[src/rtl/imem_load_fetch_ctrl.sv]
// imem_load_fetch_ctrl: arbitrates the shared address/write port of four
// byte-lane instruction memories between a byte-serial program loader and
// the instruction fetch stage. The loader owns the port while a load runs.
module imem_load_fetch_ctrl #(
   parameter int          ADDR_W    = 8,
   parameter logic [31:0] NOP_INSTR = 32'h0000_0013
) (
   input  logic              clk,
   input  logic              rst_n,
   input  logic              load_start,
   input  logic [ADDR_W:0]   load_words,
   input  logic              load_valid,
   input  logic [7:0]        load_data,
   output logic              load_ready,
   output logic              load_done,
   output logic              busy,
   input  logic              fetch_req,
   input  logic [31:0]       fetch_pc,
   output logic              fetch_valid,
   output logic [31:0]       fetch_instr,
   output logic              fetch_misalign,
   output logic [ADDR_W-1:0] mem_addr,
   output logic [3:0]        mem_we,
   output logic [7:0]        mem_wdata,
   input  logic [31:0]       mem_rdata
);

   // DEPTH expressed in the width of load_words, used for clamping
   localparam logic [ADDR_W:0] DEPTH_W = {1'b1, {ADDR_W{1'b0}}};
   localparam logic [ADDR_W:0] ONE_W   = {{ADDR_W{1'b0}}, 1'b1};

   typedef enum logic [1:0] {IDLE, LOAD, DONE} state_t;

   state_t              state;
   logic [1:0]          lane_cnt;
   logic [ADDR_W-1:0]   word_cnt;
   logic [ADDR_W-1:0]   last_word;
   logic [ADDR_W:0]     words_clamped;
   logic [ADDR_W:0]     words_m1;
   logic                accept;
   logic                misalign;

   assign words_clamped = (load_words > DEPTH_W) ? DEPTH_W : load_words;
   assign words_m1      = words_clamped - ONE_W;
   assign accept        = (state == LOAD) && load_valid;
   assign misalign      = (fetch_pc[1:0] != 2'b00);

   // Port mux: fetch PC drives the address in IDLE, the load word counter otherwise
   always_comb begin
      mem_addr  = word_cnt;
      mem_we    = 4'b0000;
      mem_wdata = 8'h00;
      if (state == IDLE) begin
         mem_addr = fetch_pc[ADDR_W+1:2];
      end
      if (accept) begin
         mem_we    = 4'b0001 << lane_cnt;
         mem_wdata = load_data;
      end
   end

   // Load FSM with registered status outputs; the last word index is latched at start
   always_ff @(posedge clk or negedge rst_n) begin
      if (!rst_n) begin
         state      <= IDLE;
         lane_cnt   <= 2'd0;
         word_cnt   <= '0;
         last_word  <= '0;
         load_ready <= 1'b0;
         load_done  <= 1'b0;
         busy       <= 1'b0;
      end else begin
         case (state)
            IDLE: begin
               if (load_start) begin
                  busy      <= 1'b1;
                  last_word <= words_m1[ADDR_W-1:0];
                  if (load_words == '0) begin
                     state     <= DONE;
                     load_done <= 1'b1;
                  end else begin
                     state      <= LOAD;
                     load_ready <= 1'b1;
                  end
               end
            end
            LOAD: begin
               if (accept) begin
                  lane_cnt <= lane_cnt + 2'd1;
                  if (lane_cnt == 2'd3) begin
                     word_cnt <= word_cnt + ADDR_W'(1);
                     if (word_cnt == last_word) begin
                        state      <= DONE;
                        load_ready <= 1'b0;
                        load_done  <= 1'b1;
                     end
                  end
               end
            end
            DONE: begin
               state     <= IDLE;
               load_done <= 1'b0;
               busy      <= 1'b0;
               lane_cnt  <= 2'd0;
               word_cnt  <= '0;
            end
            default: begin
               state      <= IDLE;
               load_ready <= 1'b0;
               load_done  <= 1'b0;
               busy       <= 1'b0;
            end
         endcase
      end
   end

   // Fetch response register: one cycle latency, dropped when a load starts
   always_ff @(posedge clk or negedge rst_n) begin
      if (!rst_n) begin
         fetch_valid    <= 1'b0;
         fetch_instr    <= 32'h0;
         fetch_misalign <= 1'b0;
      end else begin
         fetch_valid <= 1'b0;
         if ((state == IDLE) && fetch_req && !load_start) begin
            fetch_valid    <= 1'b1;
            fetch_misalign <= misalign;
            fetch_instr    <= misalign ? NOP_INSTR : mem_rdata;
         end
      end
   end

endmodule

[config.mk]
export PLATFORM = sky130hd
export DESIGN_NAME = imem_load_fetch_ctrl
export DESIGN_NICKNAME = d
export VERILOG_FILES = /design/src/rtl/imem_load_fetch_ctrl.sv
export SDC_FILE = /design/constraint.sdc
export NUM_CORES = 1
export LEC_CHECK = 0
export BUFFER_PORTS_ARGS = -buffer_cell sky130_fd_sc_hd__buf_2
export CAP_MARGIN = 30
export CORE_ASPECT_RATIO = 0.75
export CORE_MARGIN = 2
export CORE_UTILIZATION = 48
export CTS_CLUSTER_DIAMETER = 150
export DETAILED_ROUTE_END_ITERATION = 6
export PLACE_DENSITY_LB_ADDON = 0.12
export SYNTH_ARGS = -nofsm -noshare
export SYNTH_HDL_FRONTEND = slang
export SYNTH_SLANG_ARGS = --single-unit
[constraint.sdc]
create_clock -name clk -period 2.2 [get_ports clk]
set_input_delay 0 -clock clk [delete_from_list [all_inputs] [get_ports clk]]
set_output_delay 0 -clock clk [all_outputs]
set_load 0.01 [all_outputs]
## Word level (Yosys, flattened, before mapping)

Index checks and enable logic that the tools add are counted.

- Register bits: 57
- Input bits: 86
- Output and inout bits: 57

- Add/sub/neg operators: 3
- $lt $le $gt $ge: 1
- Equality and inequality tests: 10
- Shift-type cells: 1
- Muxes and demuxes: 31
- Bitwise gates (word level): 2
- Reduce and logical (&&, ||, !) cells: 15

Operators with widths:

| operator | number |
|---|---|
| 2-to-1 mux 8 bit | 5 |
| 2-to-1 mux 32 bit | 1 |
| one-hot mux 8 bit (2 select lines) | 1 |
| 2-to-1 mux 1 bit | 12 |
| 2-to-1 mux 2 bit | 6 |
| > comparator 9 bit (second input constant) | 1 |
| logical NOT 9 bit | 1 |
| adder 8 x 1 -> 8 bit (second input constant) | 1 |
| == test 8 bit | 1 |
| != test 2 bit (second input constant) | 4 |
| one-hot mux 2 bit (2 select lines) | 2 |
| subtractor 8 x 1 -> 8 bit (second input constant) | 1 |
| AND reduction 2 bit | 3 |
| AND reduction 6 bit | 1 |
| AND reduction 5 bit | 1 |
| == test 2 bit (second input constant) | 2 |
| 2-to-1 mux 4 bit | 1 |
| != test 2 x 1 -> 1 bit (second input constant) | 2 |
| one-hot mux 1 bit (2 select lines) | 2 |
| AND reduction 4 bit | 1 |
| nonzero test 2 bit | 2 |
| left shift 1 x 2 -> 4 bit (first input constant) | 1 |
| logical AND 1 bit | 3 |
| one-hot mux 1 bit (3 select lines) | 1 |
| 6 further kinds | 7 |

## Logic depth before layout (Yosys ltp)

Gate-level depths: netlist of run 1.

- Depth after elaboration: 5
- Gate-level depth with buffers: 7
- Mapped depth without buffers: 7

## Least setup slack after synthesis of run 1

No wires, ideal clock.

- Path kind: register -> register
- Start: reg word_cnt[3]
- End: reg load_done
- Arrival time: 1.313 ns
- Required time: 2.120 ns
- Setup slack: 0.807 ns
- Cell stages (with the launch flop): 6
- Buffers on the path: 1
- Cells stage by stage: dfrtp_1 buf_6 xnor2_2 nand4_1 or4_4 o211ai_2

- Longest elaborated chain between the ends: 3

RTL lines:

| what | RTL line | text |
|---|---|---|
| start, declared | 36 | `logic [ADDR_W-1:0] word_cnt;` |
| start signal, assigned | 91 | `word_cnt <= word_cnt + ADDR_W'(1);` |
| == test 8 bit | 92 | `if (word_cnt == last_word) begin` |
| != test 2 x 1 -> 1 bit (no source line) | -- |  |
| AND reduction 5 bit (no source line) | -- |  |
| end signal, assigned | 95 | `load_done <= 1'b1;` |
| end signal, assigned | 102 | `load_done <= 1'b0;` |
| end signal, assigned | 110 | `load_done <= 1'b0;` |
| end, declared | 15 | `output logic load_done,` |

Every way passes these cells.
A chain may end at the register's enable or synchronous reset.

## Worst setup path after layout of run 1

- Start: reg state[0]
- End: out mem_addr[2]

- Longest elaborated chain between the ends: 2

RTL lines:

| what | RTL line | text |
|---|---|---|
| start, declared | 34 | `state_t state;` |
| start signal, assigned | 65 | `state <= IDLE;` |
| start signal, assigned | 79 | `state <= DONE;` |
| start signal, assigned | 82 | `state <= LOAD;` |
| logical NOT 2 bit | 53 | `if (state == IDLE) begin` |
| 2-to-1 mux 8 bit | 53 |  |
| end, declared | 22 | `output logic [ADDR_W-1:0] mem_addr,` |

Every way passes these cells.

==> results of run 1 <==
## report_power, final
group | switching (mW) | internal, mW | leakage, nW
logic | 0.214 | 0.245 | 1.21
clock network | 0.413 | 0.550 | 0.0953
registers | 0.0860 | 1.09 | 0.758
## critical path: stages (launching register included)
cell                      delay [ns]
sky130_fd_sc_hd__dfrtp_1        0.45
sky130_fd_sc_hd__nor2_1         0.19
sky130_fd_sc_hd__buf_4          0.22
sky130_fd_sc_hd__mux2_2         0.34
sky130_fd_sc_hd__buf_2          0.14
## worst max-delay path by stage
stage	depth (start not counted)	slack, ns	startpoint	end
after floorplan	5	0.81	word_cnt[3]	load_done
after global placement	5	0.62	state[0]	fetch_instr[31]
after detailed placement	5	0.59	state[0]	last_word[7]
after CTS	4	0.52	state[0]	mem_addr[2]
after global routing	5	0.43	state[0]	last_word[7]
final	4	0.53	state[0]	mem_addr[2]
## cells in the final DEF (no fill, tap or decap), types with 9 or more instances in the layout
cell type                         n
sky130_fd_sc_hd__a22o_1          29
sky130_fd_sc_hd__and3_1          11
sky130_fd_sc_hd__buf_2          120
sky130_fd_sc_hd__clkbuf_8        10
sky130_fd_sc_hd__dfrtp_1         57
sky130_fd_sc_hd__dlygate4sd3_1   35
sky130_fd_sc_hd__inv_1            9
sky130_fd_sc_hd__nand2_1         17
sky130_fd_sc_hd__nand3_1          9
sky130_fd_sc_hd__nor2_1          16
sky130_fd_sc_hd__o21ai_0          9
sky130_fd_sc_hd__xnor2_1         12
## registers in the layout (all words and copies together), names as in the netlist
name            count
fetch_misalign      1
lane_cnt            2
fetch_valid         1
load_done           1
load_ready          1
state               2
last_word           8
fetch_instr        32
busy                1
word_cnt            8
## routing by layer
layer | GRT usage (%) | vias up | wire [um]
met5 | 0 | - | 0
met4 | 6.67 | 0 | 62
met3 | 7.10 | 6 | 362
met2 | 38.3 | 72 | 3520
met1 | 32.6 | 1160 | 3190
li1 | - | 1200 | -
## final cells by class
class / count / area [um^2]
Inverter: 9 / 33.8
Clock buffer: 11 / 141
Timing Repair Buffer: 161 / 996
Tap cell: 75 / 93.8
Clock inverter: 5 / 55.1
Fill cell: 420 / 1450
Multi-Input combinational cell: 162 / 1180
Sequential cell: 57 / 1430
## cell families (layout without fill, tap and decap cells)
family | after synthesis | in the layout
adder cells (fa/ha/maj) | 6 | 6
flip-flops | 57 | 57
multiplexers | 8 | 8
XOR/XNOR | 16 | 16
AO/OA/AOI/OAI | 60 | 60
buffers and inverters | 22 | 186
AND/OR/NAND/NOR | 72 | 72
## metrics by stage
step / instances / worst slack [ns] / power (mW)
2_1_floorplan: 241 / 0.807 / 1.41
3_3_place_gp: 429 / 0.621 / 1.60
3_5_place_dp: 429 / 0.589 / 1.61
4_1_cts: 480 / 0.517 / 2.63
5_1_grt: 480 / 0.426 / 2.74
6_report: 480 / 0.527 / 2.60
==> load_flow_metrics.sql, run 1 <==
INSERT INTO impl_metrics (metric_group, metric, value, unit) VALUES
('finish', 'layout_cells_sized_above_1', '39.5', '%'),
('finish', 'areaGrowthSynthToFinish', '45.3', '%'),
('place', 'detailedPlacementHpwl', '4.77', 'mm'),
('clocking', 'cts_setup_buffers', '0', ''),
('synthesis', 'synth-warning-count', '0', ''),
('sta', 'finalClockSkew', '0.00882', 'ns'),
('finish', 'finish.instance_area', '3930', 'um^2'),
('route', 'drtAntennaViolNets', '0', ''),
('synthesis', 'synth_edf_count', '0', ''),
('sta', 'final_min_period_over_clock_period', '76.0', '%'),
('die', 'fp.dieH', '69', 'um'),
('setup_path', 'critical_path.reg2reg.endpoint', 'fetch_instr[11]', ''),
('sta', 'final_number_of_max_transition_violations', '0', ''),
('setup_path', 'critPathArrivalTime', '1.67', 'ns'),
('power_and_ir_drop', 'ir_drop', '0.363', 'mV'),
('die', 'start_util', '50.2', '%'),
('sta', 'tightest_slew', '0.703', 'ns'),
('route', 'post_drt_via_cell_ratio', '5.08', ''),
('synthesis', 'synth_seq_area_share', '52.8', '%'),
('clocking', 'cts_resized', '0', ''),
('clocking', 'tritoncts', 'done', ''),
('place', 'place.port_buffers', '120', ''),
('synthesis', 'post-synth-top-area-cell', 'sky130_fd_sc_hd__dfrtp_1', ''),
('grt', 'globalRouteOverflowTotal', '0', ''),
('die', 'die-area', '6260', 'um^2'),
('run_status', 'status', 'finished, final reports clean', ''),
('finish', 'nNetsFinal', '492', ''),
('synthesis', 'synthTopCellsByArea', 'sky130_fd_sc_hd__dfrtp_1, sky130_fd_sc_hd__a22o_1, sky130_fd_sc_hd__xnor2_1, sky130_fd_sc_hd__mux2_2, sky130_fd_sc_hd__ha_1', ''),
('sta', 'grt_setup_unrepaired', 'no', ''),
('synthesis', 'synth_fa_ha_area_share', '2.78', '%'),
('setup_path', 'critPathRequiredTime', '2.20', 'ns'),
('die', 'core_area', '5380', 'um^2'),
('synthesis', 'muxShareOfSynthArea', '3.33', '%'),
('route', 'routed-via-count', '2438', ''),
('synthesis', 'syn-mean-instance-area', '11.2', 'um^2'),
('route', 'post-route-drc-count', '0', ''),
('synthesis', 'synthSimpleGateAreaFrac', '14.2', '%'),
('setup_path', 'timing.reg2reg.worst_path_depth', '5', ''),
('worst_hold_path', 'worst_hold_path.num_cells', '3', ''),
('setup_path', 'r2r_setup_slack', '0.57', 'ns'),
('route', 'firstDrtPassIters', '4', ''),
('clocking', 'cts_sinks', '57', ''),
('setup_path', 'critical_path.max_fanout', '10', ''),
('worst_hold_path', 'min_to', 'last_word[5]', ''),
('setup_path', 'path_class', 'register to output port', ''),
('grt', 'first_global_vias', '2415', ''),
('die', 'placement_rows', '23', ''),
('die', 'floorplan.io_pins', '143', ''),
('power_and_ir_drop', 'power_leakage', '2.06', 'nW'),
('synthesis', 'synth_top_cell_area_share', '52.8', '%'),
('synthesis', 'synthDistinctLibCells', '42', ''),
('grt', 'number_of_antenna_violations_at_the_first_check_in_global_routing', '0', ''),
('sta', 'fmax', '598', 'MHz'),
('clocking', 'max-clock-path-buffers', '2', ''),
('grt', 'total_grt_usage', '24.2', '%'),
('grt', 'grt_max_degree', '58', ''),
('synthesis', 'post_synth_instance_area', '2700', 'um^2'),
('synthesis', 'main_combinational_cell_family_by_area_after_synthesis', 'compound AO/OA/AOI/OAI gates', ''),
('sta', 'relSlewSlack', '53.2', '%'),
('sta', 'hold_viol_final', '0', ''),
('route', 'avgRoutedWirePerCell', '14.9', 'um'),
('worst_hold_path', 'min_path_type', 'input port to register', ''),
('synthesis', 'share_of_flip_flops_with_an_asynchronous_set_or_reset_after_synthesis', '100', '%'),
('synthesis', 'synth_xor_xnor_area_share', '5.46', '%'),
('clocking', 'cts_hold_repair.buffers', '35', ''),
('sta', 'worst_hold_margin', '0.0485', 'ns'),
('clocking', 'clock_buffer_count_from_cts', '9', ''),
('synthesis', 'synth_compound_area_share', '17.7', '%'),
('synthesis', 'synth_fp_nets', '333', ''),
('setup_path', 'regToRegStartpoint', 'state[0]', ''),
('sta', 'final.setup.tns', '0', 'ns');
Power figures use the tool's default switching activity.
==> inputs of run 2 (changes only) <==
--- a/config.mk
+++ b/config.mk
@@ -9,7 +9,7 @@
 export CAP_MARGIN = 30
 export CORE_ASPECT_RATIO = 0.75
 export CORE_MARGIN = 2
-export CORE_UTILIZATION = 48
+export CORE_UTILIZATION = 41
 export CTS_CLUSTER_DIAMETER = 150
 export DETAILED_ROUTE_END_ITERATION = 6
 export PLACE_DENSITY_LB_ADDON = 0.12
==> constraint.sdc (replaced) <==
create_clock -name clk -period 1.5 [get_ports clk]
set_input_delay 0 -clock clk [delete_from_list [all_inputs] [get_ports clk]]
set_output_delay 0 -clock clk [all_outputs]
set_load 0.01 [all_outputs]
==> load_flow_metrics.sql, run 2 (synthesis gave the netlist of run 1 again) <==
INSERT INTO impl_metrics (metric_group, metric, value, unit) VALUES
('sta', 'final_critical_path_required_period', '1.52', 'ns'),
('setup_path', 'critical_path.max_fanout', '5', ''),
('setup_path', 'critical_path.reg2reg.endpoint', 'load_done', ''),
('sta', 'grt_setup_unrepaired', 'yes', ''),
('flow_run', 'maxCapViolCount', '0', ''),
('route', 'detailroute.wirelength.met3', '289', 'um'),
('sta', 'tightest_slew', '0.324', 'ns'),
('clocking', 'number_of_levels_the_h_tree_was_split_into', '3', ''),
('power_and_ir_drop', 'power_leakage', '2.23', 'nW'),
('setup_path', 'regToRegStartpoint', 'word_cnt[3]', ''),
('clocking', 'cts_sinks', '57', ''),
('sta', 'layout_setup_ws', '-0.0194', 'ns'),
('setup_path', 'r2r_setup_slack', '0.04', 'ns'),
('clocking', 'cts.root.buffer_cell', 'sky130_fd_sc_hd__clkbuf_8', ''),
('die', 'chipWidth', '97.8', 'um'),
('route', 'overall_routed_net_length', '8.13', 'mm'),
('place', 'place_worst_setup_slack', '0.0210', 'ns'),
('die', 'fp.dieH', '74.3', 'um'),
('power_and_ir_drop', 'clkPwrFrac', '31.9', '%'),
('finish', 'areaGrowthSynthToFinish', '62.1', '%'),
('grt', 'number_of_antenna_violations_at_the_first_check_in_global_routing', '0', ''),
('sta', 'finalClockSkew', '0.0108', 'ns'),
('run_status', 'status', 'finished with violations', ''),
('sta', 'hold_viol_final', '0', ''),
('setup_path', 'critical_path_capture_point_type', 'output port', ''),
('clocking', 'max-clock-path-buffers', '2', ''),
('power_and_ir_drop', 'switching_power', '1.20', 'mW'),
('power_and_ir_drop', 'power_switching_share', '29.9', '%'),
('sta', 'fmax', '658', 'MHz'),
('grt', 'wire_length_of_the_first_global_routing_pass', '11.9', 'mm'),
('setup_path', 'critPathArrivalTime', '1.52', 'ns'),
('place', 'placement.cell_area', '3500', 'um^2'),
('sta', 'final_min_period_over_clock_period', '101', '%'),
('grt', 'total_grt_usage', '21.2', '%'),
('finish', 'mostFrequentLayoutCells', 'sky130_fd_sc_hd__buf_2, sky130_fd_sc_hd__dfrtp_1, sky130_fd_sc_hd__dlygate4sd3_1, sky130_fd_sc_hd__a22o_1, sky130_fd_sc_hd__buf_6', ''),
('power_and_ir_drop', 'power_per_cell_area', '912', 'nW/um^2'),
('setup_path', 'path_class', 'register to output port', ''),
('route', 'post-route-drc-count', '0', ''),
('grt', 'grt_max_degree', '58', ''),
('power_and_ir_drop', 'ir_drop', '0.453', 'mV'),
('die', 'floorplan.io_pins', '143', ''),
('power_and_ir_drop', 'internal_power', '2.80', 'mW'),
('finish', 'instances_no_fill', '507', ''),
('sta', 'final_number_of_max_transition_violations', '0', ''),
('route', 'post_drt_via_cell_ratio', '5.06', ''),
('place', 'detailedPlacementHpwl', '5.18', 'mm'),
('clocking', 'clock_buffer_count_from_cts', '9', ''),
('place', 'place.detailed.instances', '447', ''),
('finish', 'regMostFlops', 'fetch_instr', ''),
('place', 'globalplace.congestion', '0.818', ''),
('power_and_ir_drop', 'power.combinational.fraction', '25.6', '%'),
('worst_hold_path', 'min_path_type', 'input port to register', ''),
('worst_hold_path', 'min_to', 'last_word[7]', ''),
('route', 'drt-initial-drc-count', '71', ''),
('run_status', 'violated_checks', 'setup timing', ''),
('route', 'dr.max_layer_used', 'met4', ''),
('power_and_ir_drop', 'p_seq_share', '42.5', '%'),
('setup_path', 'timing.reg2reg.worst_path_depth', '4', ''),
('clocking', 'worst_skew_pair_latency', '0.33', 'ns'),
('finish', 'nNetsFinal', '513', ''),
('die', 'start_util', '42.6', '%'),
('route', 'firstDrtPassIters', '4', ''),
('die', 'die-area', '7270', 'um^2'),
('finish', 'largestRegisters', 'fetch_instr x32, last_word x8, word_cnt x8', ''),
('sta', 'relSlewSlack', '78.2', '%'),
('finish', 'layout_cells_sized_above_1', '46.7', '%'),
('clocking', 'tritoncts', 'done', ''),
('place', 'place.port_buffers', '120', ''),
('finish', 'largest_register_ff_count', '32', ''),
('grt', 'globalRouteOverflowTotal', '0', ''),
('clocking', 'clk_transition_reported_paths', '0.08', 'ns'),
('setup_path', 'critPathRequiredTime', '1.50', 'ns'),
('finish', 'finish.instance_area', '4380', 'um^2'),
('finish', 'antenna_cells', '0', ''),
('route', 'drtAntennaViolNets', '0', ''),
('sta', 'finalSetupViolCount', '8', ''),
('grt', 'first_global_vias', '2459', ''),
('route', 'met2WireLength', '4.20', 'mm'),
('worst_hold_path', 'worst_hold_path.num_cells', '3', ''),
('power_and_ir_drop', 'p_total', '4.00', 'mW'),
('die', 'placement_rows', '25', ''),
('die', 'core_area', '6350', 'um^2'),
('route', 'routedLengthMet1', '3.58', 'mm'),
('route', 'routed-via-count', '2566', ''),
('worst_hold_path', 'hold_start', 'load_words[6]', ''),
('setup_path', 'critical_path_startpoint_category', 'register', ''),
('finish', 'layout_commonest_cell', 'sky130_fd_sc_hd__buf_2', ''),
('route', 'avgRoutedWirePerCell', '16.0', 'um');
-- run 2: power by group through the flow --
| stage | registers, mW | clock network [mW] | logic, mW |
|---|---|---|---|
| floorplan | 1.71 | 0 | 0.364 |
| global placement | 1.71 | 0 | 0.725 |
| detailed placement | 1.71 | 0 | 0.742 |
| CTS | 1.69 | 1.31 | 0.892 |
| global route | 1.71 | 1.39 | 1.11 |
| finish | 1.70 | 1.27 | 1.02 |
-- run 2: what timing repair did --
action                                  CTS  global route
hold buffers                             36             0
gates resized for setup                  17            41
pin swaps                                 1            11
endpoints found under the setup margin   22            34
setup buffers                             2             4
gates cloned                              1             1
hold endpoints to repair                 92             0
-- run 2: critical path: stages (launching register included) --
cell and delay (ns):
sky130_fd_sc_hd__dfrtp_1 0.41, sky130_fd_sc_hd__buf_6 0.14, sky130_fd_sc_hd__nor2b_4 0.20, sky130_fd_sc_hd__buf_6 0.13, sky130_fd_sc_hd__and3_1 0.17, sky130_fd_sc_hd__buf_2 0.14
-- run 2: cell type report --
class,count,area (um^2)
clock buffers,9,124
clock inverters,7,55.1
fillers,508,1970
inverters,9,36.3
multi-input cells,162,1310
flip-flops and latches,57,1430
well taps,81,101
repair buffers,182,1330
-- run 2: metal layers --
layer  track usage, %  up-vias
li1                 -     1238
met1             27.9     1265
met2             35.3       57
met3             5.45        6
met4             6.48        0
met5                0        -
-- run 2: how the worst max path moves through the flow --
stage | from | endpoint | slack, ns | depth (start not counted)
global route | state[0] | mem_wdata[1] | -0.08 | 5
finish | state[0] | mem_wdata[1] | -0.02 | 5
detailed placement | lane_cnt[1] | word_cnt[6] | 0.02 | 6
global placement | lane_cnt[0] | word_cnt[6] | 0.03 | 6
CTS | state[1] | mem_addr[4] | -0.04 | 4
floorplan | word_cnt[3] | load_done | 0.11 | 5
-- run 2: through the flow --
stage / hold slack, ns / TNS [ns] / utilization, %
after global placement: 0.0275 / 0 / 55.2
after global routing: 0.0546 / -1.14 / 69.0
final: 0.0423 / -0.0769 / 69.0
after CTS: 0.0156 / -0.547 / 65.2
after detailed placement: 0.0212 / 0 / 55.2
after floorplan: -0.296 / 0 / -
==> inputs of run 3 (changes only) <==
--- a/config.mk
+++ b/config.mk
@@ -8,8 +8,8 @@
 export BUFFER_PORTS_ARGS = -buffer_cell sky130_fd_sc_hd__buf_2
 export CAP_MARGIN = 30
 export CORE_ASPECT_RATIO = 0.75
-export CORE_MARGIN = 2
-export CORE_UTILIZATION = 41
+export CORE_MARGIN = 4
+export CORE_UTILIZATION = 48
 export CTS_CLUSTER_DIAMETER = 150
 export DETAILED_ROUTE_END_ITERATION = 6
 export PLACE_DENSITY_LB_ADDON = 0.12
==> constraint.sdc (replaced) <==
create_clock -name clk -period 1.9 [get_ports clk]
set_input_delay 0 -clock clk [delete_from_list [all_inputs] [get_ports clk]]
set_output_delay 0 -clock clk [all_outputs]
set_load 0.01 [all_outputs]
==> load_flow_metrics.sql, run 3 (synthesis gave the netlist of run 1 again) <==
INSERT INTO impl_metrics (metric_group, metric, value, unit) VALUES
('run_status', 'status', 'finished, final reports clean', ''),
('sta', 'relSlewSlack', '57.2', '%'),
('finish', 'multi_input_area', '1180', 'um^2'),
('route', 'routed-via-count', '2514', ''),
('power_and_ir_drop', 'ir_drop', '0.448', 'mV'),
('clocking', 'clock_buffer_count_from_cts', '9', ''),
('flow_run', 'maxCapViolCount', '0', ''),
('grt', 'first_global_vias', '2482', ''),
('power_and_ir_drop', 'internal_power', '2.23', 'mW'),
('die', 'placement_rows', '23', ''),
('place', 'globalplace.congestion', '0.823', ''),
('route', 'post_drt_via_cell_ratio', '5.24', ''),
('finish', 'final_util', '72.9', '%'),
('place', 'place_worst_setup_slack', '0.305', 'ns'),
('power_and_ir_drop', 'clkPwrFrac', '36.8', '%'),
('route', 'drt-initial-drc-count', '119', ''),
('setup_path', 'critical_path_capture_point_type', 'output port', ''),
('power_and_ir_drop', 'power_per_cell_area', '766', 'nW/um^2'),
('route', 'avgRoutedWirePerCell', '15.8', 'um'),
('clocking', 'cts.root.buffer_cell', 'sky130_fd_sc_hd__clkbuf_8', ''),
('route', 'overall_routed_net_length', '7.57', 'mm'),
('die', 'start_util', '50.0', '%'),
('finish', 'areaGrowthSynthToFinish', '46.0', '%'),
('sta', 'final_critical_path_required_period', '1.67', 'ns'),
('sta', 'hold_viol_final', '0', ''),
('clocking', 'clk_transition_reported_paths', '0.06', 'ns'),
('finish', 'layout_commonest_cell', 'sky130_fd_sc_hd__buf_2', ''),
('clocking', 'worst_skew_pair_latency', '0.32', 'ns'),
('route', 'post-route-drc-count', '0', ''),
('sta', 'finalSetupViolCount', '0', ''),
('place', 'place.port_buffers', '120', ''),
('finish', 'instances_no_fill', '480', ''),
('power_and_ir_drop', 'power.combinational.fraction', '18.2', '%'),
('place', 'place.detailed.instances', '430', ''),
('die', 'floorplan.io_pins', '143', ''),
('setup_path', 'critical_path_startpoint_category', 'register', ''),
('sta', 'final.setup.tns', '0', 'ns'),
('clocking', 'cts_sinks', '57', ''),
('die', 'die-area', '6910', 'um^2'),
('clocking', 'cts_resized', '0', ''),
('setup_path', 'critical_path.max_fanout', '10', ''),
('die', 'chipWidth', '94.7', 'um'),
('finish', 'layout_cells_sized_above_1', '39.5', '%'),
('setup_path', 'critPathRequiredTime', '1.90', 'ns'),
('route', 'drtAntennaViolNets', '0', ''),
('grt', 'grt_max_degree', '32', ''),
('sta', 'grt_setup_unrepaired', 'no', ''),
('grt', 'globalRouteOverflowTotal', '0', ''),
('grt', 'wire_length_of_the_first_global_routing_pass', '12.1', 'mm'),
('finish', 'regMostFlops', 'fetch_instr', ''),
('sta', 'fmax', '597', 'MHz'),
('place', 'placement.cell_area', '3400', 'um^2'),
('finish', 'nNetsFinal', '493', ''),
('setup_path', 'path_class', 'register to output port', ''),
('finish', 'mostFrequentLayoutCells', 'sky130_fd_sc_hd__buf_2, sky130_fd_sc_hd__dfrtp_1, sky130_fd_sc_hd__dlygate4sd3_1, sky130_fd_sc_hd__a22o_1, sky130_fd_sc_hd__nand2_1', ''),
('sta', 'tightest_slew', '0.642', 'ns'),
('sta', 'final_min_period_over_clock_period', '88.1', '%'),
('power_and_ir_drop', 'p_seq_share', '45.0', '%'),
('worst_hold_path', 'min_path_type', 'input port to register', ''),
('finish', 'final.fill_count', '453', ''),
('grt', 'total_grt_usage', '23.3', '%'),
('sta', 'layout_setup_ws', '0.226', 'ns'),
('clocking', 'number_of_levels_the_h_tree_was_split_into', '3', ''),
('clocking', 'tritoncts', 'done', ''),
('finish', 'finish.instance_area', '3950', 'um^2'),
('die', 'fp.dieH', '73', 'um'),
('power_and_ir_drop', 'switching_power', '0.798', 'mW'),
('power_and_ir_drop', 'power_leakage', '2.08', 'nW'),
('sta', 'final_number_of_max_transition_violations', '0', ''),
('power_and_ir_drop', 'power_switching_share', '26.4', '%'),
('finish', 'area.sequential', '1430', 'um^2'),
('route', 'firstDrtPassIters', '4', ''),
('finish', 'largest_register_ff_count', '32', ''),
('sta', 'finalClockSkew', '0.00291', 'ns'),
('finish', 'antenna_cells', '0', ''),
('place', 'detailedPlacementHpwl', '5.11', 'mm'),
('grt', 'number_of_antenna_violations_at_the_first_check_in_global_routing', '0', ''),
('die', 'core_area', '5410', 'um^2'),
('clocking', 'max-clock-path-buffers', '2', ''),
('setup_path', 'critPathArrivalTime', '1.67', 'ns'),
('finish', 'largestRegisters', 'fetch_instr x32, last_word x8, word_cnt x8', '');
[run 3: worst max-delay path: stages, from the launching register on]
cell	delay (ns)
sky130_fd_sc_hd__dfrtp_1	0.45
sky130_fd_sc_hd__nor2_1	0.20
sky130_fd_sc_hd__buf_4	0.21
sky130_fd_sc_hd__mux2_2	0.34
sky130_fd_sc_hd__buf_2	0.15
[run 3: final cells by class]
class                      instances  share of cell area, %
clock buffer                      12                   3.93
timing repair buffer             162                   25.7
multi-input combinational        162                   29.9
inverter                           9                  0.856
sequential                        57                   36.1
clock inverter                     3                   1.01
tap                               75                   2.38
[run 3: metrics by stage]
stage / power (mW) / hold slack, ns
6_report: 3.02 / 0.0453
5_1_grt: 3.18 / 0.0282
4_1_cts: 3.05 / 0.0306
3_5_place_dp: 1.87 / 0.0552
3_3_place_gp: 1.86 / 0.0592
2_1_floorplan: 1.64 / -0.296
[run 3: layer usage]
metal / up-vias / routed length (um) / track usage (%)
met1: 1216 / 3030 / 28.8
met3: 16 / 503 / 7.53
met2: 85 / 3870 / 37.7
li1: 1197 / - / -
met5: - / 0 / 0
met4: 0 / 161 / 10.1
[run 3: timing repair]
item | 4_1_cts | 5_1_grt
hold buffers | 35 | 0
endpoints found under the hold margin | 60 | 0
buffers inserted | 0 | 0
[run 3: power groups by stage]
stage / Combinational (mW) / Clock [mW] / Sequential [mW]
CTS: 0.553 / 1.14 / 1.36
floorplan: 0.287 / 0 / 1.35
global route: 0.618 / 1.20 / 1.37
global placement: 0.483 / 0 / 1.38
finish: 0.550 / 1.11 / 1.36
detailed placement: 0.494 / 0 / 1.38
[run 3: final timing paths]
path / cells past startpoint / from / to / slack, ns
min reg2reg: 1 / busy / busy / 0.49
min: 3 / load_words[3] / last_word[3] / 0.05
min in group asynchronous: 2 / rst_n / lane_cnt[1] / 0.23
max in group asynchronous: 3 / rst_n / last_word[4] / 1.07
max reg2reg: 5 / state[0] / last_word[7] / 0.29
max: 4 / state[0] / mem_addr[3] / 0.23
